**config.mk**
```make
export PLATFORM = sky130hd
export DESIGN_NAME = piece_move_ctrl
export DESIGN_NICKNAME = d
export VERILOG_FILES = /design/src/rtl/piece_move_ctrl.sv
export SDC_FILE = /design/constraint.sdc
export NUM_CORES = 1
export LEC_CHECK = 0
export BUFFER_PORTS_ARGS = -buffer_cell sky130_fd_sc_hd__buf_2
export CAP_MARGIN = 10
export CELL_PAD_IN_SITES_DETAIL_PLACEMENT = 1
export CELL_PAD_IN_SITES_GLOBAL_PLACEMENT = 2
export CORE_MARGIN = 3
export CORE_UTILIZATION = 24
export CTS_BUF_LIST = sky130_fd_sc_hd__clkbuf_2 sky130_fd_sc_hd__clkbuf_4 sky130_fd_sc_hd__clkbuf_8
export DETAILED_ROUTE_END_ITERATION = 12
export HOLD_SLACK_MARGIN = 0.06
export MAX_ROUTING_LAYER = met4
export PLACE_DENSITY_LB_ADDON = 0.1
export SLEW_MARGIN = 20
export SYNTH_ARGS = -nofsm -noshare
export SYNTH_HDL_FRONTEND = slang
export SYNTH_SLANG_ARGS = --single-unit
```
**constraint.sdc**
```tcl
create_clock -name clk -period 2.8 [get_ports clk]
set_clock_uncertainty 0.2 [all_clocks]
set_input_delay 0 -clock clk [delete_from_list [all_inputs] [get_ports clk]]
set_output_delay 0 -clock clk [all_outputs]
set_load 0.1 [all_outputs]
```
**src/rtl/piece_move_ctrl.sv**
```systemverilog
// Active-piece move sequencer: arbitrates spawn/gravity/player requests,
// drives a candidate to block_check and commits or locks on the result.
module piece_move_ctrl #(
   parameter int unsigned FIELD_W = 20,
   parameter int unsigned FIELD_H = 20,
   parameter int unsigned SPAWN_X = 8,
   parameter int unsigned SPAWN_Y = 0
) (
   input  logic       clk,
   input  logic       rst_n,
   input  logic       spawn_req,
   input  logic       grav_tick,
   input  logic       move_left,
   input  logic       move_right,
   input  logic       rotate_cw,
   input  logic       soft_drop,
   input  logic       chk_ok,
   output logic [4:0] chk_pos_x,
   output logic [4:0] chk_pos_y,
   output logic [2:0] chk_rotate,
   output logic [4:0] pos_x,
   output logic [4:0] pos_y,
   output logic [2:0] rot,
   output logic       piece_active,
   output logic       busy,
   output logic       lock_pulse,
   output logic       game_over
);

   // Field bounds are enforced by block_check, not here.
   localparam int unsigned unused_dims = FIELD_W + FIELD_H;

   typedef enum logic [2:0] {
      S_EMPTY,
      S_SPAWN,
      S_READY,
      S_CHECK,
      S_OVER
   } state_e;

   state_e     state_q, state_d;
   logic [4:0] cx_q, cx_d, cy_q, cy_d;
   logic [2:0] cr_q, cr_d;
   logic [4:0] px_q, px_d, py_q, py_d;
   logic [2:0] pr_q, pr_d;
   logic       act_q, act_d;
   logic       pend_q, pend_d;
   logic       down_q, down_d;
   logic       lock_q, lock_d;
   logic       over_q, over_d;

   always_ff @(posedge clk or negedge rst_n) begin
      if (!rst_n) begin
         state_q <= S_EMPTY;
         cx_q    <= '0;
         cy_q    <= '0;
         cr_q    <= '0;
         px_q    <= '0;
         py_q    <= '0;
         pr_q    <= '0;
         act_q   <= 1'b0;
         pend_q  <= 1'b0;
         down_q  <= 1'b0;
         lock_q  <= 1'b0;
         over_q  <= 1'b0;
      end else begin
         state_q <= state_d;
         cx_q    <= cx_d;
         cy_q    <= cy_d;
         cr_q    <= cr_d;
         px_q    <= px_d;
         py_q    <= py_d;
         pr_q    <= pr_d;
         act_q   <= act_d;
         pend_q  <= pend_d;
         down_q  <= down_d;
         lock_q  <= lock_d;
         over_q  <= over_d;
      end
   end

   always_comb begin
      state_d = state_q;
      cx_d    = cx_q;
      cy_d    = cy_q;
      cr_d    = cr_q;
      px_d    = px_q;
      py_d    = py_q;
      pr_d    = pr_q;
      act_d   = act_q;
      pend_d  = pend_q;
      down_d  = down_q;
      lock_d  = 1'b0;
      over_d  = over_q;
      unique case (state_q)
         S_EMPTY: begin
            if (spawn_req) begin
               cx_d    = 5'(SPAWN_X);
               cy_d    = 5'(SPAWN_Y);
               cr_d    = 3'd0;
               state_d = S_SPAWN;
            end
         end
         S_SPAWN: begin
            if (grav_tick) pend_d = 1'b1;
            if (chk_ok) begin
               px_d    = cx_q;
               py_d    = cy_q;
               pr_d    = cr_q;
               act_d   = 1'b1;
               state_d = S_READY;
            end else begin
               over_d  = 1'b1;
               state_d = S_OVER;
            end
         end
         S_READY: begin
            if (pend_q || grav_tick) begin
               cx_d    = px_q;
               cy_d    = py_q + 5'd1;
               cr_d    = pr_q;
               down_d  = 1'b1;
               pend_d  = 1'b0;
               state_d = S_CHECK;
            end else if (soft_drop) begin
               cx_d    = px_q;
               cy_d    = py_q + 5'd1;
               cr_d    = pr_q;
               down_d  = 1'b1;
               state_d = S_CHECK;
            end else if (rotate_cw) begin
               cx_d    = px_q;
               cy_d    = py_q;
               cr_d    = {1'b0, pr_q[1:0] + 2'd1};
               down_d  = 1'b0;
               state_d = S_CHECK;
            end else if (move_left && !move_right && px_q != 5'd0) begin
               cx_d    = px_q - 5'd1;
               cy_d    = py_q;
               cr_d    = pr_q;
               down_d  = 1'b0;
               state_d = S_CHECK;
            end else if (move_right && !move_left) begin
               cx_d    = px_q + 5'd1;
               cy_d    = py_q;
               cr_d    = pr_q;
               down_d  = 1'b0;
               state_d = S_CHECK;
            end
         end
         S_CHECK: begin
            if (grav_tick) pend_d = 1'b1;
            state_d = S_READY;
            if (chk_ok) begin
               px_d = cx_q;
               py_d = cy_q;
               pr_d = cr_q;
            end else if (down_q) begin
               // Pending gravity belonged to the piece now being merged.
               lock_d  = 1'b1;
               act_d   = 1'b0;
               pend_d  = 1'b0;
               state_d = S_EMPTY;
            end
         end
         S_OVER: begin
            state_d = S_OVER;
         end
         default: begin
            state_d = S_EMPTY;
         end
      endcase
   end

   assign chk_pos_x    = cx_q;
   assign chk_pos_y    = cy_q;
   assign chk_rotate   = cr_q;
   assign pos_x        = px_q;
   assign pos_y        = py_q;
   assign rot          = pr_q;
   assign piece_active = act_q;
   assign busy         = (state_q == S_CHECK) || (state_q == S_SPAWN);
   assign lock_pulse   = lock_q;
   assign game_over    = over_q;

endmodule

```
# Yosys cells after proc, flatten, opt, wreduce, memory -nomap -nowiden
# Index checks and enable logic that the tools add are counted.
[classes] addsub=4 multipliers=0 div_mod_pow=0 magnitude_cmp=0 n_eq_ne=10 n_shift=0 muxes=48 n_bitwise=1 reduce_logical=21
[op_table] op="2-to-1 mux 5 bit" count=12
[op_table] op="2-to-1 mux 3 bit" count=13
[op_table] op="case mux 5 bit (2 select lines)" count=2
[op_table] op="2-to-1 mux 1 bit" count=15
[op_table] op="case mux 3 bit (5 select lines)" count=1
[op_table] op="adder 5 x 1 -> 5 bit, second input constant" count=2
[op_table] op="inequality test 2 bit, second input constant" count=5
[op_table] op="AND reduction 2 bit" count=5
[op_table] op="nonzero test 5 bit" count=2
[op_table] op="== test 3 x 2 -> 1 bit, second input constant" count=2
[op_table] op="inequality test 6 bit, second input constant" count=1
[op_table] op="case mux 3 bit (2 select lines)" count=1
[op_table] op="subtractor 5 x 1 -> 5 bit, second input constant" count=1
[op_table] op="2-to-1 mux 2 bit" count=2
[op_table] op="AND reduction 4 bit" count=1
[op_table] op="nonzero test 2 bit" count=2
[op_table] op="== test 3 x 1 -> 1 bit, second input constant" count=1
[op_table] op="== test 3 bit, second input constant" count=1
[op_table] op="logical AND 1 bit" count=3
[op_table] op="logical NOT 3 bit" count=1
[op_table] op="case mux 1 bit (3 select lines)" count=1
[op_table] op="AND reduction 3 bit" count=1
[op_table] op="nonzero test 3 bit" count=1
[op_table] op="adder 2 x 1 -> 2 bit, second input constant" count=1
[op_table] op="5 further kinds" count=7
[totals] register_bits=34 latchBits=0 ram_bits=0 rom_bits=0 n_memories=0

# Logic depth before layout (Yosys ltp)
[depth] word_depth=8 depth_mapped=9 ltp_nobuf=9

# Worst setup path before layout
# Ideal clock, no wire load.
[synth_timing] kind="reg2reg" startpoint="register state_q[2]" endpoint="register py_q[2], in the netlist pos_y[2]" setup_ps=126 t_arrival_ps=2763 t_required_ps=2474 path_slack_ps=-289 stages_incl_launch_ff=5 n_path_buf=1 cell_sequence="dfrtp_1 -> nor2b_1 -> nand2_1 -> buf_2 -> mux2_2"
[synth_between] elab_chain_len=3 word_cells_on_any_way=4 classes_between="eq/ne: 2; reduce/logical: 2"
[synth_lines] item="start: declaration" line_no="41" rtl="state_e state_q, state_d;"
[synth_lines] item="start signal: assignment" line_no="67" rtl="state_q <= state_d;"
[synth_lines] item="== test 3 x 2 -> 1 bit / == test 3 x 1 -> 1 bit (equally long branches)" line_no="95" rtl="unique case (state_q)"
[synth_lines] item="OR reduction 2 bit (no line) (*)"
[synth_lines] item="AND reduction 2 bit (no line) (*)"
[synth_lines] item="end signal: assignment" line_no="72" rtl="py_q <= py_d;"
[synth_lines] item="end: declaration" line_no="44" rtl="logic [4:0] px_q, px_d, py_q, py_d;"
# Every way passes the cells marked *; elsewhere a longest branch is shown, timed or not.
# A chain may end at the register's enable or synchronous reset.

# Final worst setup path
[layout_timing] startpoint="register px_q[0], in the netlist pos_x[0]" endpoint="register cx_q[4], in the netlist chk_pos_x[4]"
[layout_between] elab_chain_len=7 word_cells_on_any_way=12 classes_between="add/sub: 2; eq/ne: 1; mux: 6; reduce/logical: 3"
[layout_lines] item="start: declaration" line_no="44"
[layout_lines] item="start signal: assignment" line_no="71" rtl="px_q <= px_d;"
[layout_lines] item="adder 5 x 1 -> 5 bit / nonzero test 5 bit (equally long branches)" line_no="144, 137"
[layout_lines] item="2-to-1 mux 5 bit / logical AND 1 bit (equally long branches)" line_no="143, 137"
[layout_lines] item="2-to-1 mux 5 bit" line_no="137" rtl="end else if (move_left && !move_right && px_q != 5'd0) begin"
[layout_lines] item="2-to-1 mux 5 bit" line_no="131" rtl="end else if (rotate_cw) begin"
[layout_lines] item="2-to-1 mux 5 bit" line_no="125" rtl="end else if (soft_drop) begin"
[layout_lines] item="2-to-1 mux 5 bit" line_no="118" rtl="if (pend_q || grav_tick) begin"
[layout_lines] item="case mux 5 bit (2 select lines)" line_no="95"
[layout_lines] item="end signal: assignment" line_no="55" rtl="cx_q <= '0;"
[layout_lines] item="end signal: assignment" line_no="68" rtl="cx_q <= cx_d;"
[layout_lines] item="end: declaration" line_no="42" rtl="logic [4:0] cx_q, cx_d, cy_q, cy_d;"
# Parallel ways exist; a longest one is shown, timed or not. The select of a mux whose other input is x is not followed.

==> impl_metrics.py <==
metrics = {
    "status": {
        "outcome": "finished, final reports clean",
    },
    "layout": {
        "drive_above_1_share_pct": 36.92,
        "n_fill_cell": 734,
        "final_cells": 272,
        "seq_area_sq_um": 857.1,
        "fin_nets": 208,
        "diodes": 0,
        "syn2layout_area_growth_pct": 25.02,
        "multiInputGateArea_sq_um": 725.7,
        "final_util_pct": 31.57,
    },
    "synthesis": {
        "synth_area_leaders": "dfrtp_1 (52%), mux2_2 (8.9%), nand2_1 (4.1%)",
        "synth-edff-count": 0,
        "synth_seq_cells": 34,
        "synth_area_sq_mm": 0.001640,
        "synth_top_area_cell": "dfrtp_1",
        "synth.top_cell.area_share_pct": 51.87,
        "async_flop_share_pct": 100.0,
        "synth_ff_type": "dfrtp_1",
        "yosys_warnings": 0,
        "syn_nets": 163,
        "syn_avg_cell_area_sq_um": 11.01,
        "syn_inst": 149,
        "yosysSeqAreaShare_pct": 51.87,
        "ys_types": 35,
    },
    "cts": {
        "cts_buffers": 5,
        "clock-root-buffer": "clkbuf_8",
        "clk_pin_slew_ns": 0.07,
        "cts_tree": "done",
        "cts_resized": 0,
        "cts_sinks": 34,
        "cts_buffer_depth": 2,
        "ctsHtreeMaxLevel": 2,
        "clkLatencyLatePin_ns": 0.29,
    },
    "timing": {
        "setup-tns-final_ns": 0,
        "fin_crit_sh_pct": 91.69,
        "slew_violations": 0,
        "fmax_ghz": 0.3895,
        "hold_viol": 0,
        "worst_slew_pin_slew_ns": 0.7873,
        "rsz0062_at_grt": "false",
        "period_needed_ns": 2.567,
        "finalSetupViolations": 0,
        "relSlewSlack_pct": 47.51,
    },
    "critical_path": {
        "cp-start-kind": "register",
        "cp.required_ns": 2.82,
        "path_class": "reg2reg",
        "worstSetupEndpointType": "register",
        "worstPathArrival_ns": 2.59,
        "cp_max_fo": 6,
    },
    "place": {
        "io_buffers": 38,
        "placedCellCount": 258,
        "dp_hpwl_um": 2977,
        "gp_congestion": 0.7893,
    },
    "floorplan": {
        "die_h_um": 88.67,
        "io_pins": 39,
        "start_util_pct": 25.26,
        "fp.dieW_um": 88.67,
        "fp-row-count": 29,
        "coreArea_sq_mm": 0.006495,
        "die_area_sq_mm": 0.007862,
    },
    "job": {
        "maxCapViolCount": 0,
    },
    "route": {
        "wl_per_cell_um": 15.47,
        "firstDrtPassIters": 4,
        "wl_um": 4207,
        "drc": 0,
        "vias": 1256,
        "antenna_left": 0,
        "first_iter_violations": 39,
        "viasPerCell": 4.618,
    },
    "grt": {
        "antenna_found_initial": 0,
        "grt_pass1_wl_um": 6948,
        "grt_max_degree": 35,
        "grt_use_total_pct": 12.10,
        "grt_pass1_vias": 1327,
        "grt_overflow_total": 0,
    },
    "power_and_ir_drop": {
        "ir_drop_mv": 0.1391,
        "power_leakage_nw": 1.040,
        "p_total_mw": 0.9508,
        "powerDensity_mw_per_mm2": 463.7,
    },
    "worst_hold_path": {
        "min_path_type": "in2reg",
    },
}
## flip-flops by register name, summed over array words and instances, names as in the netlist
register / cells
state_q: 3
down_q: 1
pend_q: 1
pos_x: 5
rot: 3
chk_rotate: 3
lock_pulse: 1
chk_pos_y: 5
piece_active: 1
pos_y: 5
chk_pos_x: 5
game_over: 1
## power breakdown
part | total [mW] | switching, mW | internal (mW)
Sequential | 0.499 | 0.00348 | 0.495
Combinational | 0.0681 | 0.0508 | 0.0173
Clock | 0.384 | 0.186 | 0.198
Total | 0.951 | 0.240 | 0.710
## final timing paths
kind	from	to	slack [ns]	depth (start not counted)
hold / removal	spawn_req	state_q[0]	0.10	4
setup / recovery	pos_x[0]	chk_pos_x[4]	0.23	9
max in group asynchronous	rst_n	pos_x[3]	1.71	2
min in group asynchronous	rst_n	lock_pulse	0.13	2
setup reg to reg	pos_x[0]	chk_pos_x[4]	0.23	9
hold reg to reg	game_over	game_over	0.27	1
## placed cells by master, fill, tap and decap left out, types with 2 or more instances in the layout
cell type / n
o21ai_0: 13
mux2_2: 13
nand2b_1: 3
a21o_2: 2
nand4_1: 2
nand3_1: 2
xor2_1: 7
a21oi_1: 7
dfrtp_2: 5
inv_1: 7
nor2_1: 10
dfrtp_1: 29
mux2i_1: 2
ha_1: 4
clkbuf_8: 6
dlygate4sd3_1: 6
nand2_1: 18
buf_2: 38
xnor2_1: 3
## Yosys cell counts (all sizes together) (2+ instances only)
cell,n
dfrtp,34
nand2,18
mux2,13
o21ai,13
nor2,10
a21oi,8
inv,7
xor2,7
ha,4
buf,3
clkbuf,3
nand2b,3
xnor2,3
a21o,2
mux2i,2
nand3,2
nand4,2
or4,2
## metal layers
layer | vias up | track usage, % | part of all wire [%]
met5 | - | - | 0
met4 | 0 | 3.709 | 0.59
met3 | 2 | 3.818 | 4.1
met2 | 27 | 18.62 | 47
met1 | 627 | 15.13 | 48
li1 | 600 | - | -
## worst max-delay path, stage by stage (launching register included)
cell and delay [ns]:
dfrtp_2 0.43, nor4_1 0.33, a211o_2 0.26, inv_1 0.10, ha_1 0.34, nand2b_1 0.08
a21oi_1 0.17, xor2_1 0.10, or4_1 0.40, nand3_1 0.09
## layout make-up
type	count	area share, %
Sequential cell	34	41.79
Multi-Input combinational cell	102	35.39
Timing Repair Buffer	44	12.20
Tap cell	77	4.698
Clock buffer	6	4.027
Inverter	7	1.281
Clock inverter	2	0.6101
## per-stage QoR
stage	setup slack [ns]	hold slack, ns	area, sq um
final	0.2326	0.1003	2051
after floorplan	0.08390	-0.4956	1649
after global routing	0.08778	0.1247	2051
after CTS	0.2176	0.1089	2051
after detailed placement	0.2441	-0.05707	1896
after global placement	0.3941	-0.06910	1896
## repair_timing
| item | CTS | global route |
|---|---|---|
| hold buffers | 6 | 0 |
| hold endpoints to repair | 46 | 0 |
| buffers inserted | 0 | 0 |
## cells by family after synthesis
| family | after synthesis | share of synthesized area (%) |
|---|---|---|
| mux | 15 | 10.14 |
| fa+ha+maj | 5 | 4.272 |
| flops | 34 | 51.87 |
| buf+inv | 13 | 4.042 |
| xor+xnor | 10 | 5.340 |
| compound gates | 31 | 12.74 |
| simple gates | 41 | 11.59 |
(Power assumes the default switching activity.)
